## src/rtl/hazard_ctrl.sv

```systemverilog
// Hazard controller for the 5-stage MIPS pipeline: load-use and mult/div
// structural stalls, taken-branch flushes, mult/div sequencing and a stall counter.
module hazard_ctrl #(
  parameter int MD_LATENCY = 4,
  parameter int CNT_W      = 16
) (
  input  logic             clk,
  input  logic             reset,
  input  logic [4:0]       IFID_Rs,
  input  logic [4:0]       IFID_Rt,
  input  logic             IFID_UsesRt,
  input  logic             ID_IsMulDiv,
  input  logic             ID_UsesHiLo,
  input  logic             IDEX_MemRead,
  input  logic [4:0]       IDEX_Rt,
  input  logic             EX_BranchTaken,
  output logic             PC_Write,
  output logic             IFID_Write,
  output logic             IFID_Flush,
  output logic             IDEX_Flush,
  output logic             md_start,
  output logic             md_busy,
  output logic             md_done,
  output logic [CNT_W-1:0] stall_cycles
);

  // state | meaning
  // IDLE  | mult/div unit free; a mult/div in ID may issue
  // BUSY  | operation in flight; md_cnt counts down to the final busy cycle
  typedef enum logic {IDLE, BUSY} state_t;

  localparam int MD_CW = $clog2(MD_LATENCY);
  localparam logic [MD_CW-1:0] MD_LOAD = MD_CW'(MD_LATENCY - 1);

  state_t           state, state_nxt;
  logic [MD_CW-1:0] md_cnt, md_cnt_nxt;
  logic             load_use, md_stall, stall;

  assign load_use = IDEX_MemRead && (IDEX_Rt != 5'd0) &&
                    ((IDEX_Rt == IFID_Rs) || (IFID_UsesRt && (IDEX_Rt == IFID_Rt)));
  // HI/LO readers and new mult/divs wait through the final busy cycle too
  assign md_stall = (state == BUSY) && (ID_IsMulDiv || ID_UsesHiLo);
  assign stall    = load_use || md_stall;

  assign md_busy = (state == BUSY);
  assign md_done = (state == BUSY) && (md_cnt == '0) && !reset;

  always_ff @(posedge clk) begin
    if (reset) begin
      state  <= IDLE;
      md_cnt <= '0;
    end else begin
      state  <= state_nxt;
      md_cnt <= md_cnt_nxt;
    end
  end

  always_comb begin
    PC_Write   = 1'b1;
    IFID_Write = 1'b1;
    IFID_Flush = 1'b0;
    IDEX_Flush = 1'b0;
    md_start   = 1'b0;
    state_nxt  = state;
    md_cnt_nxt = md_cnt;

    if (reset) begin
      PC_Write   = 1'b0;
      IFID_Write = 1'b0;
      IFID_Flush = 1'b1;
      IDEX_Flush = 1'b1;
      state_nxt  = IDLE;
      md_cnt_nxt = '0;
    end else begin
      // a taken branch squashes the ID instruction, so any stall is moot
      if (EX_BranchTaken) begin
        IFID_Flush = 1'b1;
        IDEX_Flush = 1'b1;
      end else if (stall) begin
        PC_Write   = 1'b0;
        IFID_Write = 1'b0;
        IDEX_Flush = 1'b1;
      end

      md_start = (state == IDLE) && ID_IsMulDiv && !stall && !EX_BranchTaken;

      case (state)
        IDLE: begin
          if (md_start) begin
            state_nxt  = BUSY;
            md_cnt_nxt = MD_LOAD;
          end
        end
        BUSY: begin
          if (md_cnt == '0) state_nxt = IDLE;
          else              md_cnt_nxt = md_cnt - 1'b1;
        end
        default: state_nxt = IDLE;
      endcase
    end
  end

  always_ff @(posedge clk) begin
    if (reset)
      stall_cycles <= '0;
    else if (!PC_Write && (stall_cycles != {CNT_W{1'b1}}))
      stall_cycles <= stall_cycles + CNT_W'(1);
  end

endmodule
```

## config.mk

```make
export PLATFORM = sky130hd
export DESIGN_NAME = hazard_ctrl
export DESIGN_NICKNAME = d
export VERILOG_FILES = /design/src/rtl/hazard_ctrl.sv
export SDC_FILE = /design/constraint.sdc
export NUM_CORES = 1
export LEC_CHECK = 0
export CAP_MARGIN = 15
export CORE_ASPECT_RATIO = 1.75
export CORE_MARGIN = 10
export CORE_UTILIZATION = 45
export CTS_BUF_LIST = sky130_fd_sc_hd__clkbuf_4
export DETAILED_ROUTE_END_ITERATION = 6
export PLACE_DENSITY_LB_ADDON = 0.05
export SETUP_SLACK_MARGIN = 0.1
export SLEW_MARGIN = 25
export SYNTH_ARGS = -nofsm -noshare
export SYNTH_HDL_FRONTEND = slang
export SYNTH_SLANG_ARGS = --single-unit
```

## constraint.sdc

```tcl
create_clock -name clk -period 3.4 [get_ports clk]
set_input_delay 1.02 -clock clk [delete_from_list [all_inputs] [get_ports clk]]
set_output_delay 1.02 -clock clk [all_outputs]
set_load 0.03 [all_outputs]
```

==> out/metrics.yaml <==
reg2reg_depth: 8
ir_drop_uv: 235
die_x_um: 58.4
portBuffers: 44
drive_gt1_share_pct: 36.8
fin_total_pwr_mw: 0.514
outcome: "complete, but fails checks"
crit_start: "IDEX_Rt[2]"
clockRootBuffer: "clkbuf_4"
rsz0062_at_grt: "yes"
crit_buf_inv: 3
whs_ns: 0.505
grt_max_degree: 23
synth_area_leader_cell: "dfxtp_1"
path_common_cell: "buf_6"
rows: 24
syn_area_per_cell_um2: 8.40
synth_area_leaders: "dfxtp_1, xnor2_1, a21oi_1, nand3_1, o21ai_1"
grt_use_met3_pct: 4.09
slew_headroom_pct: 63.6
reg2reg_slack_ns: 1.23
fin_ws_ns: -0.0717
violations: "setup timing"
whs_endpoint: "md_cnt[1]"
start_util_pct: 46.5
min-delay-start: "md_cnt[1]"
grt_pass1_wl_mm: 6.64
cp_slowest_cell: "or4_4"
cts_buffer_depth: 2
clkTransAtPathRegs_ns: 0.12
syn_nets: 162
required_ns: 2.38
numCtsBuffers: 3
worstReg2RegStart: "stall_cycles[0]"
synth_area_mm2: 0.00116
power.static_leakage_nw: 0.808
route.vias.total: 1426
power.switching_mw: 0.152
routedWlPerCell_um: 17.6
num_io_pins: 45
async_reset_ff_share_pct: 0
critPathLaunchType: "input pin"
met1_usage_pct: 14.6
grt_pass1_vias: 1464
intPower_mw: 0.362
grtUsageTotal_pct: 16.3
netlist_instances: 138
tightest_slew_ns: 0.546
first_iter_violations: 35
cp_cell_sequence: "buf_6 > or4_4 > o21ai_4 > o21ai_2 > buf_4 > and2_4 > nor2_4 > buf_6"
comb_power_share_pct: 32.4
final_max_slew_viol_count: 0
max_clock_freq_mhz: 288
end_kind: "output port"
p_per_area_mw_per_mm2: 253
n_fill_cell: 159
core_mm2: 0.00249
slowest_delay_ns: 0.55
seq_area_frac_synth_pct: 32.8
criticalPathCategory: "in -> out"
clock-sinks: 19
ys_ff_latch: 19
drt-vias-per-instance: 5.61
h-tree-depth: 1
area_delta_synth_final_pct: 75.7
overflow: 0
synth_flop_cell: "dfxtp_1"
drt_wl_total_mm: 4.48
switching_share_pct: 29.6
first_pass_iters: 4
ys_types: 40
grt.busiest_layer: "met2"
rr_endpoint: "stall_cycles[1]"
maxCapViolations: 0
die_area_mm2: 0.00508
cp_max_fo: 2
crit_arrival_ns: 2.45
antenna_found_initial: 0
period_share_pct: 102
crit_family: "simple AND/OR/NAND/NOR gates"
drc: 0
clk_latency_ns: 0.30
ys_top_cells_by_count: "dfxtp_1, xnor2_1, a21oi_1, nand3_1"
ant_nets: 0
antenna_cells: 0
setup_viol: 3
grtUsageMet2_pct: 31.0
synth_warnings: 0
hold_path_depth: 2
dpl.hpwl_mm: 2.74
pwr-share-clk_pct: 23.1
synth_edf_count: 0
fin_crit_ns: 3.47
hp-class: "reg -> reg"
layout.nets: 253
die_h_um: 87.1
cts_tree: "yes"
skew_ns: 0.00502
hold_viol_final: 0
synth_most_common_cell: "dfxtp_1"
yosysTopAreaCellShare_pct: 32.8
p_seq_share_pct: 44.4
place_congestion: 0.744
[registers in the layout, summed over array words and instances (netlist names)]
| register | flops |
|---|---|
| md_busy | 1 |
| md_cnt | 2 |
| stall_cycles | 16 |
[per-stage QoR]
stage / setup slack, ns / instance area (um^2) / utilization [%] / std cells / setup TNS, ns
6_report: -0.0717 / 2040 / 81.7 / 254 / -0.178
2_1_floorplan: -0.0730 / 1170 / - / 138 / -0.0730
3_5_place_dp: -0.768 / 1740 / 69.7 / 222 / -2.03
3_3_place_gp: -0.740 / 1740 / 69.7 / 222 / -1.90
5_1_grt: -0.115 / 2040 / 81.7 / 254 / -0.340
4_1_cts: -0.0660 / 1960 / 78.8 / 248 / -0.130
[final cells by class]
class	instances	area, um^2	share of cell area, %
Clock buffer	3	22.5	1.11
Clock inverter	1	5.00	0.246
Inverter	6	22.5	1.11
Multi-Input combinational cell	109	810	39.8
Sequential cell	19	380	18.7
Tap cell	26	32.5	1.60
Timing Repair Buffer	90	763	37.5
[cell families (layout without fill, tap and decap cells)]
group / Yosys count / after routing / synth area share, %
AND/OR/NAND/NOR: 59 / 61 / 28.8
AO/OA/AOI/OAI: 32 / 32 / 19.1
flip-flops: 19 / 19 / 32.8
XOR/XNOR: 12 / 12 / 9.07
buffers and inverters: 12 / 100 / 5.83
adder cells (fa/ha/maj): 2 / 2 / 2.16
multiplexers: 2 / 2 / 2.16
[power groups by stage]
stage / clock network (mW) / logic (mW) / registers [mW]
floorplan: 0 / 0.0544 / 0.235
global placement: 0 / 0.116 / 0.233
detailed placement: 0 / 0.118 / 0.233
CTS: 0.118 / 0.148 / 0.228
global route: 0.128 / 0.177 / 0.229
finish: 0.119 / 0.167 / 0.229
[per-layer routing]
| layer | wire length (um) | vias to the layer above | part of all wire (%) |
|---|---|---|---|
| li1 | - | 691 | - |
| met1 | 1510 | 671 | 34 |
| met2 | 2590 | 51 | 58 |
| met3 | 269 | 13 | 6.0 |
| met4 | 113 | 0 | 2.5 |
| met5 | 0 | - | 0 |
[timing repair]
action	in CTS	in global routing
pin swaps	19	14
hold buffers	0	0
buffers inserted	22	4
setup endpoints to repair	4	14
gates resized for setup	45	11
gates cloned	0	2
[how the worst max path moves through the flow]
| stage | cells after the start | to | slack (ns) |
|---|---|---|---|
| final | 8 | IFID_Write | -0.07 |
| after CTS | 8 | IFID_Write | -0.07 |
| after floorplan | 6 | PC_Write | -0.07 |
| after global routing | 9 | IFID_Write | -0.11 |
| after detailed placement | 6 | IDEX_Flush | -0.77 |
| after global placement | 6 | IDEX_Flush | -0.74 |
[tightest hold or removal path, delay by kind of cell (launching register included)]
kind,cells,cell delay [ns]
flip-flops,1,0.32
buffers and inverters,1,0.08
AO/OA/AOI/OAI,1,0.07
[cell usage in the layout (no fill, tap or decap), drive strengths merged, types with 3 or more instances in the layout]
cell	count
a221oi	3
dlygate4sd2	8
nor2	9
or3	6
and3	3
xnor2	11
o21ai	9
o31ai	4
nand3	10
clkdlybuf4s50	23
nand2	12
nand4	3
dfxtp	19
a21oi	10
clkbuf	4
buf	56
or4	5
inv	6
Power figures use the tool's default switching activity.
